File: src/rtl/gated_decim_pkg.sv
// ----------------------------------------------------------------------------
// gated_decim_pkg
//   Shared definitions for the gated decimation control block: settings-bus
//   register offsets, CTRL field positions, gate mode encodings and the gate
//   FSM state type.
//   No ports (package).
// ----------------------------------------------------------------------------
package gated_decim_pkg;

    // Register offsets relative to ADDR_BASE. RATE[c] sits at RATE_OFS + c,
    // the window length register directly follows the last RATE register.
    localparam int CTRL_OFS = 0;
    localparam int RATE_OFS = 1;

    // CTRL register field positions
    localparam int CTRL_ENABLE_RX_BIT  = 1;
    localparam int CTRL_DSP_RESET_BIT  = 3;
    localparam int CTRL_MODE_BIT       = 4;
    localparam int CTRL_CLR_MISSED_BIT = 7;   // write-1 action, not stored

    // Gate modes (CTRL[4])
    localparam logic MODE_LEVEL  = 1'b0;
    localparam logic MODE_WINDOW = 1'b1;

    typedef enum logic [1:0] {
        ST_IDLE  = 2'd0,
        ST_ARMED = 2'd1,
        ST_RUN   = 2'd2,
        ST_DONE  = 2'd3
    } gate_state_t;

    // Absolute settings-bus address of a register at offset ofs from base.
    function automatic logic [6:0] reg_addr(input logic [6:0] base, input int ofs);
        return base + 7'(ofs);
    endfunction

endpackage

File: src/rtl/gated_decim_ctrl_ch.sv
// ----------------------------------------------------------------------------
// decim_strobe_ch
//   One decimation channel: a reload counter plus the registered strobe.
//   While i_run is high a strobe is issued whenever the counter is zero and
//   the counter reloads R-1 (R = max(i_rate,1)); otherwise it decrements.
//   Outside run the counter is parked at zero so the first run cycle strobes.
//   A new i_rate is only picked up at the next reload.
//
// Ports
//   i_clk       system clock
//   i_rst       asynchronous active-high reset
//   i_run       channel may strobe this cycle
//   i_clear     force counter to zero and suppress the strobe
//   i_rate      programmed decimation rate (0 treated as 1)
//   o_strobe    registered decimation strobe
//   o_cnt_zero  counter is zero (a strobe is issued next edge if i_run)
// ----------------------------------------------------------------------------
module decim_strobe_ch #(
    parameter int RATE_W = 8
) (
    input  logic              i_clk,
    input  logic              i_rst,
    input  logic              i_run,
    input  logic              i_clear,
    input  logic [RATE_W-1:0] i_rate,
    output logic              o_strobe,
    output logic              o_cnt_zero
);

    logic [RATE_W-1:0] r_cnt;
    logic              r_strobe;
    logic [RATE_W-1:0] w_reload;

    // Rate 0 behaves like rate 1: reload value 0 gives a strobe every cycle.
    assign w_reload   = (i_rate == '0) ? '0 : i_rate - RATE_W'(1);
    assign o_cnt_zero = (r_cnt == '0);
    assign o_strobe   = r_strobe;

    always_ff @(posedge i_clk or posedge i_rst) begin
        if (i_rst) begin
            r_cnt    <= '0;
            r_strobe <= 1'b0;
        end else if (i_clear || !i_run) begin
            r_cnt    <= '0;
            r_strobe <= 1'b0;
        end else if (r_cnt == '0) begin
            r_cnt    <= w_reload;
            r_strobe <= 1'b1;
        end else begin
            r_cnt    <= r_cnt - RATE_W'(1);
            r_strobe <= 1'b0;
        end
    end

endmodule

File: src/rtl/gated_decim_ctrl.sv
// ----------------------------------------------------------------------------
// gated_decim_ctrl
//   Settings-bus decoder and gated decimation strobe generator. Decodes CTRL,
//   per-channel RATE and WIN registers, conditions the external gate, runs the
//   IDLE/ARMED/RUN/DONE gate FSM and drives NUM_CHAN phase-aligned strobes.
//
// Configuration macro
//   GATED_DECIM_GATE_SYNC_EN : when defined, gate_enable passes through a
//   two-flop synchroniser; when undefined it is assumed synchronous to
//   master_clk and goes straight to edge detection (2 cycles less latency).
//
// Ports
//   master_clk     system clock
//   reset          asynchronous active-high reset
//   serial_addr    settings address
//   serial_data    settings data
//   serial_strobe  one-cycle write strobe
//   gate_enable    external gate
//   enable_rx      CTRL[1]
//   rx_dsp_reset   CTRL[3]
//   decim_rate     packed per-channel rates, channel 0 in the LSBs
//   strobe_decim   per-channel decimation strobes
//   gate_active    FSM is in RUN
//   window_done    one-cycle pulse on RUN->DONE
//   gate_missed    sticky flag: a window-mode gate rise was ignored
// ----------------------------------------------------------------------------
module gated_decim_ctrl
    import gated_decim_pkg::*;
#(
    parameter int         NUM_CHAN  = 2,
    parameter int         RATE_W    = 8,
    parameter int         WIN_W     = 16,
    parameter logic [6:0] ADDR_BASE = 7'd64
) (
    input  logic                       master_clk,
    input  logic                       reset,
    input  logic [6:0]                 serial_addr,
    input  logic [31:0]                serial_data,
    input  logic                       serial_strobe,
    input  logic                       gate_enable,
    output logic                       enable_rx,
    output logic                       rx_dsp_reset,
    output logic [NUM_CHAN*RATE_W-1:0] decim_rate,
    output logic [NUM_CHAN-1:0]        strobe_decim,
    output logic                       gate_active,
    output logic                       window_done,
    output logic                       gate_missed
);

    // ------------------------------------------------------------------
    // Settings registers
    // ------------------------------------------------------------------
    logic              r_enable_rx;
    logic              r_dsp_reset;
    logic              r_mode;
    logic [WIN_W-1:0]  r_win;
    logic [RATE_W-1:0] r_rate [NUM_CHAN];

    logic                w_ctrl_wr;
    logic                w_win_wr;
    logic [NUM_CHAN-1:0] w_rate_wr;

    assign w_ctrl_wr = serial_strobe && (serial_addr == reg_addr(ADDR_BASE, CTRL_OFS));
    assign w_win_wr  = serial_strobe &&
                       (serial_addr == reg_addr(ADDR_BASE, RATE_OFS + NUM_CHAN));

    for (genvar gc = 0; gc < NUM_CHAN; gc++) begin : g_rate_dec
        assign w_rate_wr[gc] = serial_strobe &&
                               (serial_addr == reg_addr(ADDR_BASE, RATE_OFS + gc));
    end

    always_ff @(posedge master_clk or posedge reset) begin
        if (reset) begin
            r_enable_rx <= 1'b0;
            r_dsp_reset <= 1'b0;
            r_mode      <= MODE_LEVEL;
            r_win       <= '0;
            for (int unsigned c = 0; c < NUM_CHAN; c++) begin
                r_rate[c] <= '0;
            end
        end else begin
            if (w_ctrl_wr) begin
                r_enable_rx <= serial_data[CTRL_ENABLE_RX_BIT];
                r_dsp_reset <= serial_data[CTRL_DSP_RESET_BIT];
                r_mode      <= serial_data[CTRL_MODE_BIT];
            end
            if (w_win_wr) begin
                r_win <= serial_data[WIN_W-1:0];
            end
            for (int unsigned c = 0; c < NUM_CHAN; c++) begin
                if (w_rate_wr[c]) begin
                    r_rate[c] <= serial_data[RATE_W-1:0];
                end
            end
        end
    end

    assign enable_rx    = r_enable_rx;
    assign rx_dsp_reset = r_dsp_reset;

    always_comb begin
        decim_rate = '0;
        for (int unsigned c = 0; c < NUM_CHAN; c++) begin
            decim_rate[c*RATE_W +: RATE_W] = r_rate[c];
        end
    end

    // ------------------------------------------------------------------
    // Gate conditioning: optional synchroniser, edge detect, registered
    // rise/fall pulses
    // ------------------------------------------------------------------
    logic w_g;
    logic r_g_d;
    logic r_rise;
    logic r_fall;

`ifdef GATED_DECIM_GATE_SYNC_EN
    logic r_sync1;
    logic r_sync2;

    always_ff @(posedge master_clk or posedge reset) begin
        if (reset) begin
            r_sync1 <= 1'b0;
            r_sync2 <= 1'b0;
        end else begin
            r_sync1 <= gate_enable;
            r_sync2 <= r_sync1;
        end
    end

    assign w_g = r_sync2;
`else
    assign w_g = gate_enable;
`endif

    always_ff @(posedge master_clk or posedge reset) begin
        if (reset) begin
            r_g_d  <= 1'b0;
            r_rise <= 1'b0;
            r_fall <= 1'b0;
        end else begin
            r_g_d  <= w_g;
            r_rise <= w_g & ~r_g_d;
            r_fall <= ~w_g & r_g_d;
        end
    end

    // ------------------------------------------------------------------
    // Gate FSM
    // ------------------------------------------------------------------
    gate_state_t r_state;
    gate_state_t w_state_nxt;
    logic        w_start;     // ARMED -> RUN this edge
    logic        w_win_end;   // RUN -> DONE this edge
    logic        w_win_zero;
    logic        w_win_full;
    logic        w_run;
    logic        w_clear;
    logic        w_missed_set;
    logic [WIN_W-1:0] r_win_cnt;

    assign w_win_zero = (r_win == '0);
    // Window is full once WIN channel-0 strobes have been issued; from that
    // edge on no channel may strobe even though RUN lasts one more cycle.
    assign w_win_full = (r_mode == MODE_WINDOW) && !w_win_zero && (r_win_cnt == r_win);

    always_comb begin
        w_state_nxt = r_state;
        w_start     = 1'b0;
        w_win_end   = 1'b0;
        if (!r_enable_rx || r_dsp_reset) begin
            w_state_nxt = ST_IDLE;
        end else begin
            case (r_state)
                ST_IDLE: begin
                    w_state_nxt = ST_ARMED;
                end
                ST_ARMED: begin
                    if (r_rise) begin
                        w_state_nxt = ST_RUN;
                        w_start     = 1'b1;
                    end
                end
                ST_RUN: begin
                    // Level mode and zero-length windows follow the gate;
                    // a real window ignores the gate until it completes.
                    if (r_mode == MODE_LEVEL || w_win_zero) begin
                        if (r_fall) begin
                            w_state_nxt = ST_ARMED;
                        end
                    end else if (w_win_full) begin
                        w_state_nxt = ST_DONE;
                        w_win_end   = 1'b1;
                    end
                end
                ST_DONE: begin
                    if (!r_g_d) begin
                        w_state_nxt = ST_ARMED;
                    end
                end
                default: begin
                    w_state_nxt = ST_IDLE;
                end
            endcase
        end
    end

    always_ff @(posedge master_clk or posedge reset) begin
        if (reset) begin
            r_state <= ST_IDLE;
        end else begin
            r_state <= w_state_nxt;
        end
    end

    assign gate_active = (r_state == ST_RUN);

    // ------------------------------------------------------------------
    // Decimation channels
    // ------------------------------------------------------------------
    logic [NUM_CHAN-1:0] w_strobe;
    logic [NUM_CHAN-1:0] w_cnt_zero;

    assign w_run   = (r_state == ST_RUN) && !w_win_full && !r_dsp_reset;
    assign w_clear = r_dsp_reset || w_start;

    for (genvar gc = 0; gc < NUM_CHAN; gc++) begin : g_chan
        decim_strobe_ch #(
            .RATE_W (RATE_W)
        ) u_ch (
            .i_clk      (master_clk),
            .i_rst      (reset),
            .i_run      (w_run),
            .i_clear    (w_clear),
            .i_rate     (r_rate[gc]),
            .o_strobe   (w_strobe[gc]),
            .o_cnt_zero (w_cnt_zero[gc])
        );
    end

    assign strobe_decim = w_strobe;

    // ------------------------------------------------------------------
    // Window counter, window_done pulse, gate_missed flag
    // ------------------------------------------------------------------
    logic r_window_done;
    logic r_gate_missed;

    assign w_missed_set = r_rise && (r_mode == MODE_WINDOW) &&
                          ((r_state == ST_RUN) || (r_state == ST_DONE));

    always_ff @(posedge master_clk or posedge reset) begin
        if (reset) begin
            r_win_cnt     <= '0;
            r_window_done <= 1'b0;
            r_gate_missed <= 1'b0;
        end else begin
            r_window_done <= w_win_end;

            // Counts channel-0 strobes as they are registered.
            if (w_clear || (r_state != ST_RUN)) begin
                r_win_cnt <= '0;
            end else if (w_run && w_cnt_zero[0]) begin
                r_win_cnt <= r_win_cnt + WIN_W'(1);
            end

            if (w_ctrl_wr && serial_data[CTRL_CLR_MISSED_BIT]) begin
                r_gate_missed <= 1'b0;
            end else if (w_missed_set) begin
                r_gate_missed <= 1'b1;
            end
        end
    end

    assign window_done = r_window_done;
    assign gate_missed = r_gate_missed;

    // Only channel 0's counter state feeds the window logic.
    logic w_unused;
    assign w_unused = ^{serial_data, w_cnt_zero};

endmodule

File: config.mk
export PLATFORM = sky130hd
export DESIGN_NAME = gated_decim_ctrl
export DESIGN_NICKNAME = d
export VERILOG_FILES = /design/src/rtl/gated_decim_pkg.sv /design/src/rtl/gated_decim_ctrl_ch.sv /design/src/rtl/gated_decim_ctrl.sv
export SDC_FILE = /design/constraint.sdc
export NUM_CORES = 1
export LEC_CHECK = 0
export CORE_ASPECT_RATIO = 1.75
export CORE_MARGIN = 2
export CORE_UTILIZATION = 25
export CTS_BUF_LIST = sky130_fd_sc_hd__clkbuf_4 sky130_fd_sc_hd__clkbuf_8
export DETAILED_ROUTE_END_ITERATION = 8
export PLACE_DENSITY = 0.4
export SLEW_MARGIN = 20
export SYNTH_ARGS = -nofsm -noshare
export SYNTH_HDL_FRONTEND = slang
export SYNTH_SLANG_ARGS = --single-unit
File: constraint.sdc
create_clock -name master_clk -period 2.5 [get_ports master_clk]
set_input_delay 0.375 -clock master_clk [delete_from_list [all_inputs] [get_ports master_clk]]
set_output_delay 0.375 -clock master_clk [all_outputs]
set_load 0.02 [all_outputs]
Word level (Yosys, flattened, before mapping)
Cells that the tools add are included.

Output and inout port bits: 23. Word-level logic and storage cells: 100. Register bits after elaboration: 76.

Reductions and logical operators: 32. $add $sub $neg: 5. Bitwise gates (word level): 5. Equal/unequal tests: 13. Multiplexer cells: 28.

Operators by type and width (number): $mux 8 (6); $logic_not 8->1 (4); $mux 16 (2); $sub 8x1->8 const B (4); $eq 7x7->1 const B (4); $add 16x1->16 const B (1); $eq 16x16->1 (1); $logic_not 16->1 (1); $mux 1 (13); $logic_and 1x1->1 (12); $mux 2 (6); $pmux 2 s4 (1); $logic_or 1x1->1 (6); $ne 3x3->1 const B (2); $logic_not 1->1 (5); $eq 2x2->1 const B (2); $ne 4x1->1 const B (1); $ne 4x4->1 const B (1); $reduce_and 4->1 (1); $reduce_bool 2->1 (2); $not 1->1 (3); $and 1x1->1 (2); $eq 2x1->1 const B (1); $logic_not 2->1 (1); $ne 2x2->1 const B (1).

Logic depth before layout (Yosys ltp)
Gate-level depths: netlist of run 1.

Depth after elaboration: 10. Mapped depth: 9.

Hierarchy
A second synthesis of run 1 with hierarchy kept.

Cells, all modules: 397. Area total of the unflattened synthesis: 4212.8 µm².

Modules (own cells, without submodules): gated_decim_ctrl (instances 1, area an instance 2845.2 µm², cells an instance 242); decim_strobe_ch (g_chan[0].u_ch) (instances 1, area an instance 698.2 µm², cells an instance 80); decim_strobe_ch (g_chan[1].u_ch) (instances 1, area an instance 669.4 µm², cells an instance 75).

Worst setup path before layout of run 1
OpenSTA, ideal clock, no wires.

Path type: reg-to-reg. From: register r_state[0]. To: register g_chan[0].u_ch.r_cnt[6]. Setup slack: 0.367 ns. Arrival time: 2.068 ns. Setup time: 0.065 ns. Required time: 2.435 ns. Stages on the path, launching flop included: 9. Cell sequence: dfrtp_1 > inv_1 > ha_1 > nor2b_1 > clkbuf_1 > nand2_1 > a21oi_1 > clkbuf_1 > o221a_2.

Longest elaborated chain between the ends: 6. Elaborated cells on any way between the ends: 10. Those cells by class: eq/ne (2); mux (3); reduce/logical (5).

Ends and longest elaborated chain: from (decl) (RTL line gated_decim_ctrl.sv:151) `gate_state_t r_state;`; from (signal assigned) (RTL line gated_decim_ctrl.sv:212) `r_state <= w_state_nxt;`; $eq 2x2->1; named net gate_active (RTL line gated_decim_ctrl.sv:45) `output logic gate_active,`; $logic_and 1x1->1 (2 in series) (RTL line gated_decim_ctrl.sv:224) `assign w_run = (r_state == ST_RUN) && !w_win_full && !r_dsp_reset;`; $logic_not 1->1 (RTL line gated_decim_ctrl_ch.sv:43) `end else if (i_clear || !i_run) begin`; $logic_or 1x1->1 (RTL line gated_decim_ctrl_ch.sv:43); $mux 8 (RTL line gated_decim_ctrl_ch.sv:43); to (signal assigned) (RTL line gated_decim_ctrl_ch.sv:47) `r_cnt <= w_reload;`; to (signal assigned) (RTL line gated_decim_ctrl_ch.sv:50) `r_cnt <= r_cnt - RATE_W'(1);`; to (decl) (RTL line gated_decim_ctrl_ch.sv:30) `logic [RATE_W-1:0] r_cnt;`.

The timed path passes the listed nets, and every way through them passes these cells. A chain may end at the register's enable or synchronous reset.

Worst setup path in the final report of run 1
From: register g_chan[0].u_ch.r_cnt[0]. To: register r_win_cnt[15].

Longest elaborated chain between the ends: 3.

Ends and longest elaborated chain: $logic_not 8->1 (RTL line gated_decim_ctrl_ch.sv:36) `assign o_cnt_zero = (r_cnt == '0);`; $logic_and 1x1->1 (RTL line gated_decim_ctrl.sv:263) `end else if (w_run && w_cnt_zero[0]) begin`; $reduce_bool 2->1 (no line); to (signal assigned) (RTL line gated_decim_ctrl.sv:264) `r_win_cnt <= r_win_cnt + WIN_W'(1);`; to (decl) (RTL line gated_decim_ctrl.sv:160) `logic [WIN_W-1:0] r_win_cnt;`.

No other way between the ends.

==> results of run 1 <==
[placed cells by master, fill, tap and decap left out, drive strengths merged, types with 4 or more instances in the layout]
cell / instances
mux2i: 11
xor2: 22
mux2: 35
nand4: 7
o21ai: 10
o211ai: 4
ha: 13
clkdlybuf4s50: 49
nand2b: 12
and3: 4
a211oi: 7
nor2: 11
nand2: 38
buf: 19
dfrtp: 76
a21oi: 12
o22ai: 12
nor3: 9
nor2b: 5
nand3: 8
clkbuf: 11
xnor2: 12
nor4: 13
and2: 16
a2111o: 5
inv: 21
[synth_stat cells, types with 12 or more instances]
library cell  count
nand2_1          38
dfrtp_1          76
a21oi_1          12
and2_1           16
xor2_1           22
nor4_1           12
nand2b_1         12
mux2_2           35
xnor2_1          12
inv_1            21
o22ai_1          12
ha_1             13
[flip-flops by register name, indices dropped and copies added, names as in the netlist]
name	cells
enable_rx	1
r_g_d	1
r_win	16
gate_missed	1
r_rise	1
r_win_cnt	16
r_mode	1
r_fall	1
window_done	1
r_state	2
decim_rate	16
g_chan.u_ch.o_strobe	2
rx_dsp_reset	1
g_chan.u_ch.r_cnt	16
[kinds of logic (layout without fill, tap and decap cells)]
logic type | count (synthesis) | in the layout
simple gates | 138 | 138
compound gates | 66 | 66
fa+ha+maj | 13 | 13
mux | 46 | 46
xor+xnor | 34 | 34
buf+inv | 34 | 105
flops | 76 | 76
[area by class of cell]
class / instances / area [um2]
clock buffer: 11 / 145
clock inverter: 5 / 61.3
fill: 1766 / 11500
inverter: 21 / 78.8
multi-input combinational: 297 / 2200
sequential: 76 / 1900
tap: 227 / 284
timing repair buffer: 68 / 646
[power by group]
part / switching (mW) / internal (mW) / leakage (nW) / total (mW)
logic: 0.355 / 0.292 / 1.29 / 0.647
registers: 0.0660 / 1.28 / 1.04 / 1.35
clock network: 0.494 / 0.502 / 0.0952 / 0.995
total: 0.915 / 2.07 / 2.42 / 2.99
[metrics by stage]
stage | power, mW | hold WS (ns)
finish | 2.99 | 0.274
global placement | 2.02 | 0.455
floorplan | 1.76 | 0.406
CTS | 3.05 | 0.261
detailed placement | 2.03 | 0.455
global route | 3.16 | 0.305
[routing by layer]
metal / GRT usage [%] / vias up
li1: - / 1594
met5: 0 / -
met1: 15.1 / 1636
met4: 5.50 / 0
met3: 2.06 / 14
met2: 24.9 / 53
[critical path, cell delays in order, from the launching register on]
cell      delay [ns]
dfrtp_1         0.40
inv_1           0.09
ha_1            0.16
or4b_4          0.50
nor4_4          0.39
nand2_1         0.09
a211oi_1        0.35
mux2i_1         0.24
[how the worst max path moves through the flow]
stage                     cells past startpoint  slack (ns)       endpoint                     from
after floorplan                               1        0.19  decim_rate[0]                    reset
after global placement                        7        0.22  r_win_cnt[15]  g_chan[0].u_ch.r_cnt[0]
after detailed placement                      7        0.21  r_win_cnt[15]  g_chan[0].u_ch.r_cnt[0]
after CTS                                     7        0.15  r_win_cnt[15]  g_chan[0].u_ch.r_cnt[0]
after global routing                          7        0.04  r_win_cnt[14]  g_chan[0].u_ch.r_cnt[1]
final                                         7        0.20  r_win_cnt[15]  g_chan[0].u_ch.r_cnt[0]
==> impl_metrics.tcl, run 1 <==
set metrics [dict create \
    avgViaCountPerCell 4.68 \
    yosys.area_share.adder_pct 3.84 \
    synth_edf_count 0 \
    ys_ff_latch 76 \
    finalMaxSlewViolations 0 \
    place_inst 689 \
    grt_pass1_wl_um 18500 \
    nets 529 \
    ys.flop_type "dfrtp_1" \
    async_reset_ff_share_pct 100 \
    clock_sinks 76 \
    dr_wl_met2_um 6440 \
    fin_area_mm2 0.00532 \
    fmax_mhz 435 \
    die_x_um 102 \
    setup_viol 0 \
    maxCapViolCount 0 \
    layoutNonFillerInstCount 705 \
    seq_area_frac_synth_pct 44.9 \
    hold_class "input port to asynchronous set/reset pin" \
    setup_slack_ns 0.199 \
    wl_per_cell_um 16.4 \
    core_area_mm2 0.0168 \
    syn_nets 463 \
    synth.top_cell.area_share_pct 44.9 \
    r2r_cells 7 \
    r2r_start "g_chan[0].u_ch.r_cnt[0]" \
    period_minus_slack_ns 2.30 \
    p_per_area_mw_per_mm2 562 \
    post-place-ws_ns 0.206 \
    critPathArrivalTime_ns 2.58 \
    synthMuxAreaShare_pct 11.9 \
    clk_path_buf_depth 2 \
    die_h_um 176 \
    hold_viol 0 \
    cts_buffers 9 \
    grt_pass1_vias 3396 \
    synthDistinctLibCells 49 \
    fin_crit_sh_pct 92.0 \
    drive_gt1_share_pct 16.3 \
    ioPinCount 66 \
    skew_ns 0.0127 \
    cp_max_fo 5 \
    htreeDepth 3 \
    vias 3297 \
    top_layer "met4" \
    die_area_mm2 0.0180 \
    first_pass_iters 4 \
    gr-total-overflow 0 \
    cts_tree "yes" \
    synth_top_family_by_area "simple AND/OR/NAND/NOR gates" \
    ff2ff_setup_slack_ns 0.20 \
    status "complete, no violations" \
    slew_headroom_pct 67.9 \
    critical_path_class "flip-flop to flip-flop" \
    crit_required_ns 2.78 \
    ys_top_cells_by_area "dfrtp_1, mux2_2, xor2_1" \
    grt_usage_pct 13.5 \
    syn_avg_cell_area_um2 10.4 \
    post_cts_resized 0 \
    wl_um 11500 \
    clkLatencyLatePin_ns 0.36 \
    start_util_pct 25.2 \
    synthCells 407 \
    cellLeakagePower_nw 2.42 \
    io_buffers 49 \
    dp_hpwl_um 8690 \
    rr_endpoint "r_win_cnt[15]" \
    ys_warn_count 0 \
    startpoint_type "flip-flop" \
    post-synth-top-area-cell "dfrtp_1" \
    rsz0062_at_grt "no" \
    area_growth_pct 25.6 \
    rows 63 \
    synthXorXnorAreaFrac_pct 7.03 \
    drt_iter0_drc 160 \
    post-cts-setup-buffers 0 \
    wl_met1_um 4560 \
    end_kind "flip-flop" \
    path_clk_slew_ns 0.09 \
    setup_tns_ns 0 \
    drc 0 \
    vdd_drop_max_mv 0.196 \
    antennaDiodeCount 0 \
    hold_buffers 0 \
    dpl-instance-area_mm2 0.00511 \
    synth_simple_gate_area_share_pct 18.0 \
    ctsRootBufferMaster "clkbuf_8" \
    grt_max_degree 51 \
    ant_nets 0 \
    tightest_slew_ns 0.469 \
    antenna_found_initial 0 \
    routabilityCongestion 0.803 \
    routed-wl-met3_um 264 \
    synth_compound_area_share_pct 11.0 \
    fin_util_pct 31.7 \
    synth_area_mm2 0.00424 \
]
(Power assumes the default switching activity.)
==> inputs of run 2 (changes only) <==
--- a/config.mk
+++ b/config.mk
@@ -10,6 +10,7 @@
 export CORE_UTILIZATION = 25
 export CTS_BUF_LIST = sky130_fd_sc_hd__clkbuf_4 sky130_fd_sc_hd__clkbuf_8
 export DETAILED_ROUTE_END_ITERATION = 8
+export MAX_ROUTING_LAYER = met4
 export PLACE_DENSITY = 0.4
 export SLEW_MARGIN = 20
 export SYNTH_ARGS = -nofsm -noshare
==> run 2 against run 1 <==
  * Sequential share of layout area stayed put
  * Clock skew about the same
  * Register-to-register slack about the same
  * Non-clock buffer count unchanged
  * Core utilization is the same
  * Critical path depth unchanged
  * Combinational power is essentially flat
  * Setup slack worse by 0.0042 ns
  * Sequential power about the same
  * Critical path type unchanged
  * Largest cell class unchanged
==> impl_metrics.tcl, run 2 (synthesized netlist as in run 1, its figures left out) <==
set metrics [dict create \
    drive_gt1_share_pct 16.3 \
    die_area_mm2 0.0180 \
    dp_hpwl_um 8690 \
    setup_tns_ns 0 \
    ant_nets 0 \
    core_area_mm2 0.0168 \
    fmax_mhz 434 \
    hold_buffers 0 \
    area_growth_pct 25.6 \
    nets 529 \
    switching_share_pct 30.7 \
    p_sw_uw 920 \
    p_int_mw 2.07 \
    gr-total-overflow 0 \
    pwr-share-clk_pct 33.4 \
    die_h_um 176 \
    period_minus_slack_ns 2.31 \
    post_cts_resized 0 \
    slew_headroom_pct 66.9 \
    status "complete, no violations" \
    hold_viol 0 \
    rr_endpoint "r_win_cnt[15]" \
    setup_viol 0 \
    skew_ns 0.0130 \
    grt_pass1_vias 3395 \
    drc 0 \
    r2r_cells 7 \
    antennaDiodeCount 0 \
    clk_path_buf_depth 2 \
    first_pass_iters 4 \
    grt_max_degree 51 \
    critical_path_class "flip-flop to flip-flop" \
    post-place-ws_ns 0.206 \
    ff2ff_setup_slack_ns 0.19 \
    cp_max_fo 5 \
    ctsRootBufferMaster "clkbuf_8" \
    wl_um 11600 \
    die_x_um 102 \
    io_buffers 49 \
    cts_tree "yes" \
    grt_usage_pct 13.9 \
    htreeDepth 3 \
    grt_pass1_wl_um 18500 \
    clkLatencyLatePin_ns 0.36 \
    r2r_start "g_chan[0].u_ch.r_cnt[0]" \
    start_util_pct 25.2 \
    path_clk_slew_ns 0.09 \
    end_kind "flip-flop" \
    finalMaxSlewViolations 0 \
    startpoint_type "flip-flop" \
    antenna_found_initial 0 \
    ioPinCount 66 \
    rsz0062_at_grt "no" \
    vias 3289 \
    maxCapViolCount 0 \
    clock_sinks 76 \
    fin_util_pct 31.7 \
    mostFrequentLayoutCells "dfrtp_1, clkdlybuf4s50_1, nand2_1" \
    rows 63 \
    p_comb_share_pct 21.6 \
    fillers 1766 \
    fin_crit_sh_pct 92.2 \
    wl_per_cell_um 16.5 \
    vdd_drop_max_mv 0.197 \
    tightest_slew_ns 0.484 \
    post-cts-setup-buffers 0 \
    p_per_area_mw_per_mm2 563 \
    final_common_cell "dfrtp_1" \
    critPathArrivalTime_ns 2.59 \
    cellLeakagePower_nw 2.42 \
    routabilityCongestion 0.815 \
    hold_class "input port to asynchronous set/reset pin" \
    crit_required_ns 2.78 \
    avgViaCountPerCell 4.67 \
    p_seq_share_pct 45.0 \
    drt_iter0_drc 160 \
    setup_slack_ns 0.195 \
    cts_buffers 9 \
]
[run 2: metrics by stage]
step / area [um2] / hold WS [ns] / total power, mW / instances
detailed placement: 5110 / 0.455 / 2.03 / 689
CTS: 5320 / 0.261 / 3.05 / 705
finish: 5320 / 0.271 / 2.99 / 705
global route: 5320 / 0.305 / 3.16 / 705
floorplan: 4240 / 0.406 / 1.76 / 407
global placement: 5110 / 0.455 / 2.02 / 689
[run 2: layout make-up]
class,count,area (um2),share of cell area [%]
clock inverter,5,61.3,1.15
inverter,21,78.8,1.48
clock buffer,11,145,2.73
multi-input combinational,297,2200,41.4
timing repair buffer,68,646,12.1
sequential,76,1900,35.7
tap,227,284,5.34
[run 2: metal layers]
metal	track usage, %	routed length, um
met5	-	0
met3	2.06	274
met1	14.9	4630
met4	5.50	276
met2	25.0	6420
[run 2: worst max-delay path by stage]
stage | start | end | slack (ns) | cells after the start
after floorplan | reset | decim_rate[0] | 0.19 | 1
after global placement | g_chan[0].u_ch.r_cnt[0] | r_win_cnt[15] | 0.22 | 7
after detailed placement | g_chan[0].u_ch.r_cnt[0] | r_win_cnt[15] | 0.21 | 7
after CTS | g_chan[0].u_ch.r_cnt[0] | r_win_cnt[15] | 0.15 | 7
after global routing | g_chan[0].u_ch.r_cnt[1] | r_win_cnt[14] | 0.04 | 7
final | g_chan[0].u_ch.r_cnt[0] | r_win_cnt[15] | 0.19 | 7
[run 2: power by group through the flow]
stage / Clock, mW / Combinational [mW] / Sequential (mW)
after floorplan: 0 / 0.376 / 1.38
after global placement: 0 / 0.645 / 1.37
after detailed placement: 0 / 0.654 / 1.37
after CTS: 1.05 / 0.654 / 1.35
after global routing: 1.09 / 0.717 / 1.36
final: 1.00 / 0.647 / 1.35
[run 2: worst max-delay path, cell delays in order (launching register included)]
cell and delay [ns]:
dfrtp_1 0.40, inv_1 0.09, ha_1 0.16, or4b_4 0.50, nor4_4 0.39, nand2_1 0.09, a211oi_1 0.36, mux2i_1 0.24
==> inputs of run 3 (changes only) <==
==> constraint.sdc (replaced) <==
create_clock -name master_clk -period 2.3 [get_ports master_clk]
set_input_delay 0.345 -clock master_clk [delete_from_list [all_inputs] [get_ports master_clk]]
set_output_delay 0.345 -clock master_clk [all_outputs]
set_load 0.02 [all_outputs]
==> run 3 against run 2 <==
  * Final area is 1.3% higher
  * Highest routed layer unchanged
  * Wire length is 0.44% higher
  * Fmax is 1.2% higher
==> impl_metrics.tcl, run 3 (synthesized netlist as in run 1, its figures left out) <==
set metrics [dict create \
    status "complete, no violations" \
    cp_max_fo 5 \
    hold_buffers 0 \
    grt_pass1_vias 3463 \
    antenna_found_initial 0 \
    path_clk_slew_ns 0.10 \
    vdd_drop_max_mv 0.250 \
    rsz0062_at_grt "yes" \
    met3_usage_pct 2.10 \
    finalMaxSlewViolations 0 \
    dp_hpwl_um 8690 \
    rows 63 \
    drive_gt1_share_pct 19.3 \
    met2_usage_pct 25.2 \
    area_growth_pct 27.2 \
    wl_per_cell_um 16.3 \
    ant_nets 0 \
    cts_buffers 9 \
    gr-total-overflow 0 \
    grt-busiest-layer "met2" \
    fin_util_pct 32.1 \
    startpoint_type "flip-flop" \
    crit_required_ns 2.58 \
    cts_tree "yes" \
    nets 539 \
    fmax_mhz 439 \
    drt_iter0_drc 127 \
    clock_sinks 76 \
    start_util_pct 25.2 \
    critical_path_class "flip-flop to flip-flop" \
    routabilityCongestion 0.843 \
    met1_usage_pct 14.3 \
    die_x_um 102 \
    period_minus_slack_ns 2.28 \
    critPathArrivalTime_ns 2.55 \
    cellLeakagePower_nw 2.47 \
    ioPinCount 66 \
    final_common_cell "dfrtp_1" \
    post-place-ws_ns -0.0354 \
    end_kind "flip-flop" \
    setup_slack_ns 0.0218 \
    vias 3325 \
    grt_pass1_wl_um 18300 \
    hold_viol 0 \
    clk_path_buf_depth 2 \
    avgViaCountPerCell 4.65 \
    fin_crit_sh_pct 99.1 \
    grt_max_degree 77 \
    p_per_area_mw_per_mm2 582 \
    tightest_slew_ns 0.467 \
    die_area_mm2 0.0180 \
    slew_headroom_pct 68.7 \
    maxCapViolCount 0 \
    wl_um 11700 \
    ctsRootBufferMaster "clkbuf_8" \
    die_h_um 176 \
    setup_viol 0 \
    mostFrequentLayoutCells "dfrtp_1, clkdlybuf4s50_1, nand2_1" \
    grt_usage_pct 13.7 \
    core_area_mm2 0.0168 \
    hold_class "input port to asynchronous set/reset pin" \
    clkLatencyLatePin_ns 0.36 \
    drc 0 \
    skew_ns 0.0196 \
    htreeDepth 3 \
    antennaDiodeCount 0 \
    io_buffers 49 \
    first_pass_iters 4 \
]
==> run 3: cell count changes in the layout (fill, tap and decap cells not counted), sizes merged <==
cell      delta
clkinv       +2
inv          +1
bufinv       -1
clkinvlp     -1
clkbuf       -1
buf         +10
==> run 3: final cells by class <==
type / count / area [um2]
Multi-Input combinational cell: 297 / 2230
Tap cell: 227 / 284
Inverter: 21 / 78.8
Fill cell: 1751 / 11400
Clock inverter: 6 / 38.8
Timing Repair Buffer: 78 / 721
Clock buffer: 10 / 131
Sequential cell: 76 / 1900
==> run 3: metrics by stage <==
step / cell area, um2 / hold slack, ns / std cells / power, mW / setup TNS (ns)
detailed placement: 5170 / 0.450 / 697 / 2.24 / -0.0354
finish: 5390 / 0.385 / 715 / 3.14 / 0
floorplan: 4240 / 0.376 / 407 / 1.91 / 0
global route: 5390 / 0.414 / 715 / 3.33 / -0.0953
global placement: 5170 / 0.457 / 697 / 2.23 / -0.0244
CTS: 5340 / 0.411 / 713 / 3.19 / 0
==> run 3: path summary, 6_finish.rpt <==
check | start | endpoint | slack [ns] | cells after the start
worst max register to register | g_chan[0].u_ch.r_cnt[0] | r_win_cnt[15] | 0.02 | 8
worst min register to register | r_g_d | r_rise | 0.46 | 1
worst max-delay path | g_chan[0].u_ch.r_cnt[0] | r_win_cnt[15] | 0.02 | 8
worst min-delay path | reset | decim_rate[14] | 0.39 | 3
max in group asynchronous | reset | r_win_cnt[4] | 1.54 | 3
min in group master_clk | r_g_d | r_rise | 0.46 | 1
==> run 3: what timing repair did <==
| action | CTS | global route |
|---|---|---|
| buffers inserted | 0 | 2 |
| endpoints found under the setup margin | 1 | 4 |
| resized for setup | 0 | 7 |
| pin swaps | 1 | 4 |
| endpoints found under the hold margin | 0 | 0 |
==> run 3: metal layers <==
metal | wire length [um] | vias up
li1 | - | 1618
met1 | 4570 | 1644
met2 | 6490 | 49
met3 | 284 | 14
met4 | 301 | 0
met5 | 0 | -
==> run 3: critical path, stage by stage (launching register included) <==
cell and delay (ns):
dfrtp_1 0.41, inv_2 0.09, ha_4 0.13, or4b_4 0.48
nor4_4 0.38, nand2_1 0.11, a211oi_2 0.27, buf_4 0.16
mux2i_1 0.16
==> run 3: power by group <==
group | leakage, nW | internal (mW) | total, mW | switching, mW
sequential | 1.04 | 1.39 | 1.46 | 0.0678
combinational | 1.35 | 0.348 | 0.745 | 0.397
clock | 0.0859 | 0.402 | 0.932 | 0.530
